**src/rtl/axis_bram_adapter_v1_0_sched.sv**
```systemverilog
// axis_bram_adapter_v1_0_sched: round-robin two-requester scheduler for the adapter BRAM port (optional watchdog: AXIS_BRAM_SCHED_TIMEOUT_EN)
module axis_bram_adapter_v1_0_sched #(
  parameter int ADDR_W  = 9,
  parameter int TIMEOUT = 256
) (
  input  logic              clk,
  input  logic              rstn,
  input  logic              a_req_valid,
  output logic              a_req_ready,
  input  logic              a_req_rw,
  input  logic [ADDR_W-1:0] a_req_index,
  input  logic [ADDR_W-1:0] a_req_end,
  output logic              a_done,
  input  logic              b_req_valid,
  output logic              b_req_ready,
  input  logic              b_req_rw,
  input  logic [ADDR_W-1:0] b_req_index,
  input  logic [ADDR_W-1:0] b_req_end,
  output logic              b_done,
  output logic              cntl_rw,
  output logic [ADDR_W-1:0] cntl_index,
  output logic [ADDR_W-1:0] cntl_size,
  output logic              cntl_en,
  input  logic              bram_beat,
  output logic              busy,
  output logic              done_err
);
  typedef enum logic [1:0] {IDLE, LOAD, RUN, DONE} state_t;
  localparam logic [ADDR_W:0] ONE = 1;
  state_t state_q, state_d;
  logic rr_q, rr_d, owner_q, owner_d, rw_q, rw_d;
  logic [ADDR_W-1:0] idx_q, idx_d, size_q, size_d, diff;
  logic [ADDR_W:0] len_q, len_d, cnt_q, cnt_d;
  logic en_q, en_d, busy_q, busy_d, a_done_q, a_done_d, b_done_q, b_done_d, err_q, err_d;
  logic grant_a, grant_b, grant, last_beat, abort;

  // rr_q = 1 means B has priority on a tie; grants only while idle and out of reset
  assign grant_a = rstn && state_q == IDLE && a_req_valid && (!b_req_valid || !rr_q);
  assign grant_b = rstn && state_q == IDLE && b_req_valid && (!a_req_valid || rr_q);
  assign grant = grant_a || grant_b;
  assign diff = grant_b ? b_req_end - b_req_index : a_req_end - a_req_index;
  assign last_beat = state_q == RUN && bram_beat && cnt_q + ONE == len_q;

`ifdef AXIS_BRAM_SCHED_TIMEOUT_EN
  localparam int WD_W = $clog2(TIMEOUT + 1);
  localparam logic [WD_W-1:0] WD_ONE = 1;
  localparam logic [WD_W-1:0] WD_MAX = WD_W'(TIMEOUT);
  logic [WD_W-1:0] wd_q, wd_d;
  assign abort = state_q == RUN && !bram_beat && wd_q + WD_ONE == WD_MAX;
  // watchdog counts consecutive beat-less RUN cycles, zero everywhere else
  always_comb wd_d = (state_q == RUN && !bram_beat) ? wd_q + WD_ONE : '0;
  // watchdog register
  always_ff @(posedge clk) wd_q <= !rstn ? '0 : wd_d;
`else
  assign abort = 1'b0 & (TIMEOUT == 0);
`endif

  // next-state and registered-output computation
  always_comb begin
    state_d = state_q;
    case (state_q)
      IDLE:    state_d = grant ? LOAD : IDLE;
      LOAD:    state_d = RUN;
      RUN:     state_d = (last_beat || abort) ? DONE : RUN;
      default: state_d = IDLE;
    endcase
    rr_d     = (grant_a && b_req_valid) ? 1'b1 : (grant_b && a_req_valid) ? 1'b0 : rr_q;
    owner_d  = grant ? grant_b : owner_q;
    rw_d     = grant_a ? a_req_rw : grant_b ? b_req_rw : rw_q;
    idx_d    = grant_a ? a_req_index : grant_b ? b_req_index : idx_q;
    size_d   = grant_a ? a_req_end : grant_b ? b_req_end : size_q;
    len_d    = grant ? {1'b0, diff} + ONE : len_q;
    cnt_d    = state_q != RUN ? '0 : bram_beat ? cnt_q + ONE : cnt_q;
    en_d     = state_d == RUN;
    busy_d   = state_d != IDLE;
    a_done_d = state_d == DONE && !owner_q;
    b_done_d = state_d == DONE && owner_q;
    err_d    = state_d == DONE && abort;
  end

  // state and output registers, synchronous active-low reset discards any transfer
  always_ff @(posedge clk) begin
    if (!rstn) begin
      state_q  <= IDLE;
      rr_q     <= 1'b0;
      owner_q  <= 1'b0;
      rw_q     <= 1'b0;
      idx_q    <= '0;
      size_q   <= '0;
      len_q    <= '0;
      cnt_q    <= '0;
      en_q     <= 1'b0;
      busy_q   <= 1'b0;
      a_done_q <= 1'b0;
      b_done_q <= 1'b0;
      err_q    <= 1'b0;
    end else begin
      state_q  <= state_d;
      rr_q     <= rr_d;
      owner_q  <= owner_d;
      rw_q     <= rw_d;
      idx_q    <= idx_d;
      size_q   <= size_d;
      len_q    <= len_d;
      cnt_q    <= cnt_d;
      en_q     <= en_d;
      busy_q   <= busy_d;
      a_done_q <= a_done_d;
      b_done_q <= b_done_d;
      err_q    <= err_d;
    end
  end

  assign a_req_ready = grant_a;
  assign b_req_ready = grant_b;
  assign a_done      = a_done_q;
  assign b_done      = b_done_q;
  assign cntl_rw     = rw_q;
  assign cntl_index  = idx_q;
  assign cntl_size   = size_q;
  assign cntl_en     = en_q;
  assign busy        = busy_q;
  assign done_err    = err_q;
endmodule

```
**config.mk**
```make
export PLATFORM = sky130hd
export DESIGN_NAME = axis_bram_adapter_v1_0_sched
export DESIGN_NICKNAME = d
export VERILOG_FILES = /design/src/rtl/axis_bram_adapter_v1_0_sched.sv
export SDC_FILE = /design/constraint.sdc
export NUM_CORES = 1
export LEC_CHECK = 0
export CAP_MARGIN = 20
export CORE_MARGIN = 2
export CORE_UTILIZATION = 36
export CTS_BUF_LIST = sky130_fd_sc_hd__clkbuf_4
export DETAILED_ROUTE_END_ITERATION = 8
export GPL_TIMING_DRIVEN = 0
export PLACE_DENSITY = 0.6
export SYNTH_ARGS = -nofsm -noshare
export SYNTH_HDL_FRONTEND = slang
export SYNTH_SLANG_ARGS = --single-unit
```
**constraint.sdc**
```tcl
create_clock -name clk -period 4.2 [get_ports clk]
set_clock_uncertainty 0.05 [all_clocks]
set_input_delay 1.26 -clock clk [delete_from_list [all_inputs] [get_ports clk]]
set_output_delay 1.26 -clock clk [all_outputs]
set_load 0.05 [all_outputs]
```
==> impl_metrics.tcl <==
set metrics [dict create \
    status "complete, no violations" \
    fin_setup_tns_ps 0 \
    synth-edff-count 0 \
    grt_pass1_wl_um 14700 \
    hold_depth 2 \
    hp-class "register to register" \
    wl_um 8900 \
    p_leak_nw 1.89 \
    drive_gt1_share_pct 5.95 \
    synth.distinct_cells 59 \
    post_dp_cell_area_um2 4200 \
    cts-root-buf "clkbuf_4" \
    r2r_start "state_q[0]" \
    pre_cts_slack_ps -881 \
    peakVddDrop_v 0.000164 \
    clock-sinks 47 \
    start_util_pct 36.8 \
    top_usage_layer "met2" \
    overflow 0 \
    dr.first_iter.drc_count 98 \
    holdPathEnd "len_q[1]" \
    grt_start_max_net_pins 20 \
    fin_ws_ps 83.4 \
    multi_input_area_um2 2240 \
    post-route-period-util_pct 98.0 \
    cts_tree "done" \
    hold_start "len_q[1]" \
    area_delta_synth_final_pct 26.5 \
    finalCriticalPeriod_ps 4120 \
    insertedDiodeCount 0 \
    muxShareOfSynthArea_pct 2.73 \
    netlist_instances 414 \
    yosys-top-cells-area "dfxtp_1 28%, ha_1 7.8%, nand2_1 6.4%, o211a_1 6.2%, xnor2_1 5.9%" \
    endpoint_kind "output port" \
    rows 35 \
    yosys.area.top_type "dfxtp_1" \
    slew_headroom_pct 60.1 \
    maxCapViolations 0 \
    synth_area_um2 3390 \
    drc 0 \
    final_antenna_net_count 0 \
    p_per_area_nw_per_um2 307 \
    rr_endpoint "len_q[8]" \
    layout_common_cells "65 x clkdlybuf4s50_1, 58 x nand2_1, 47 x dfxtp_1" \
    numPlacedInstances 592 \
    yosys.area_share.adder_pct 8.94 \
    via_per_inst 5.25 \
    use_met2_pct 32.2 \
    rrSetupSlack_ps 1100 \
    yosysTopAreaCellShare_pct 27.8 \
    final_common_cell "clkdlybuf4s50_1" \
    clock_latency_ps 380 \
    gr-usage-all-layers_pct 18.1 \
    io_buffers 67 \
    vias 3138 \
    regArea_um2 941 \
    die_area_um2 10200 \
    setup_viol_count_final 0 \
    fmax_ghz 0.243 \
    required_ps 2890 \
    synthXorXnorAreaFrac_pct 9.83 \
    clkTransAtPathRegs_ps 160 \
    final_area_um2 4280 \
    final_cell_count_no_fill 598 \
    synth_seq_cells 47 \
    synth_compound_area_share_pct 21.0 \
    wl_per_cell_um 14.9 \
    yosysWarnings 0 \
    grt_use_met1_pct 22.7 \
    arrival_ps 2810 \
    antenna_found_initial 0 \
    synth_top_family_by_area "simple AND/OR/NAND/NOR gates" \
    hpwl_um 7180 \
    hold_viol 0 \
    fin_total_pwr_mw 1.32 \
    drtPass1Iterations 4 \
    cts_buffers 5 \
    fill_cells 940 \
    max-clock-path-buffers 2 \
    rsz0062_at_grt "no" \
    syn_area_per_cell_um2 8.18 \
    first_global_vias 3007 \
    cp-start-kind "input port" \
    synth-simple-area-share_pct 23.3 \
    place.gp.congestion 0.866 \
    crit_fanout 19 \
    die_x_um 101 \
    layout.nets 552 \
    yosysSeqAreaShare_pct 27.8 \
    ys_async_sr_fraction_pct 0 \
    core_area_um2 9200 \
    synthFlopType "dfxtp_1" \
    hold_buffers 0 \
    io-pin-count 69 \
    reg2reg_depth 13 \
    h-tree-depth 2 \
    die_y_um 101 \
    syn_nets 480 \
    tightest_slew_ps 598 \
    critPathKind "input port to output port" \
    slew_violations 0 \
    use_met3_pct 3.47 \
]
-- per-stage QoR --
step	util, %	hold slack, ps
2_1_floorplan	-	370
6_report	46.6	441
3_5_place_dp	45.6	422
3_3_place_gp	45.6	416
4_1_cts	46.6	448
5_1_grt	46.6	477
-- repair_timing --
item / in CTS / in global routing
gates resized for setup: 11 / 2
setup buffers: 0 / 0
gates cloned: 0 / 0
setup endpoints to repair: 2 / 2
-- critical path, stage by stage --
cell and delay (ps):
clkdlybuf4s50_1 570, and3_4 270, nand2_8 90, inv_8 70, buf_12 150, clkdlybuf4s15_2 380
-- metal layers --
layer / part of all wire, % / routed length (µm)
met1: 47 / 4150
met3: 3.8 / 338
met5: 0 / 0
met2: 49 / 4330
met4: 0.92 / 82
-- sequential cells by signal, indices dropped and copies added, names as in the netlist --
register    count
a_done          1
cntl_en         1
busy            1
owner_q         1
b_done          1
cntl_size       9
cntl_index      9
cnt_q          10
state_q         2
len_q          10
cntl_rw         1
rr_q            1
-- cell families (layout without fill, tap and decap cells) --
group	count (synthesis)	after routing
adders and majority gates	23	23
muxes	9	9
AOI/OAI and AO/OA	94	94
and+or+nand+nor	153	153
DFF	47	47
buffers and inverters	49	122
xor gates and xnor gates	38	38
other	1	1
-- synthesized netlist by cell type (4+ instances only) --
master	instances
inv_1	27
a31oi_1	5
nor2b_1	5
a21o_1	6
nand2b_1	4
a21oi_1	11
mux2i_1	7
o211a_1	21
nand4_1	4
nand2_1	58
xor2_1	15
and2_1	6
nand3_1	27
nor2_1	21
ha_1	21
and3_1	6
dfxtp_1	47
clkbuf_1	16
o211ai_1	10
a21boi_0	5
xnor2_1	23
nor3_1	5
o21ai_0	14
-- final cells by class --
type | instances | share of cell area, %
Tap cell | 111 | 3.24
Clock inverter | 3 | 1.11
Buffer | 19 | 2.25
Inverter | 28 | 2.63
Multi-Input combinational cell | 318 | 52.4
Clock buffer | 5 | 0.876
Timing Repair Buffer | 67 | 15.6
Sequential cell | 47 | 22.0
-- worst max-delay path by stage --
stage,start,end
floorplan,b_req_valid,b_req_ready
global placement,b_req_valid,b_req_ready
detailed placement,b_req_valid,b_req_ready
CTS,b_req_valid,b_req_ready
global route,rstn,a_req_ready
finish,b_req_valid,b_req_ready
-- power breakdown --
| group | internal [mW] | leakage (nW) | switching (mW) |
|---|---|---|---|
| registers | 0.483 | 0.385 | 0.0244 |
| logic | 0.223 | 1.46 | 0.293 |
| clock network | 0.129 | 0.0458 | 0.165 |
No activity file was read; power rests on OpenSTA's default activity.
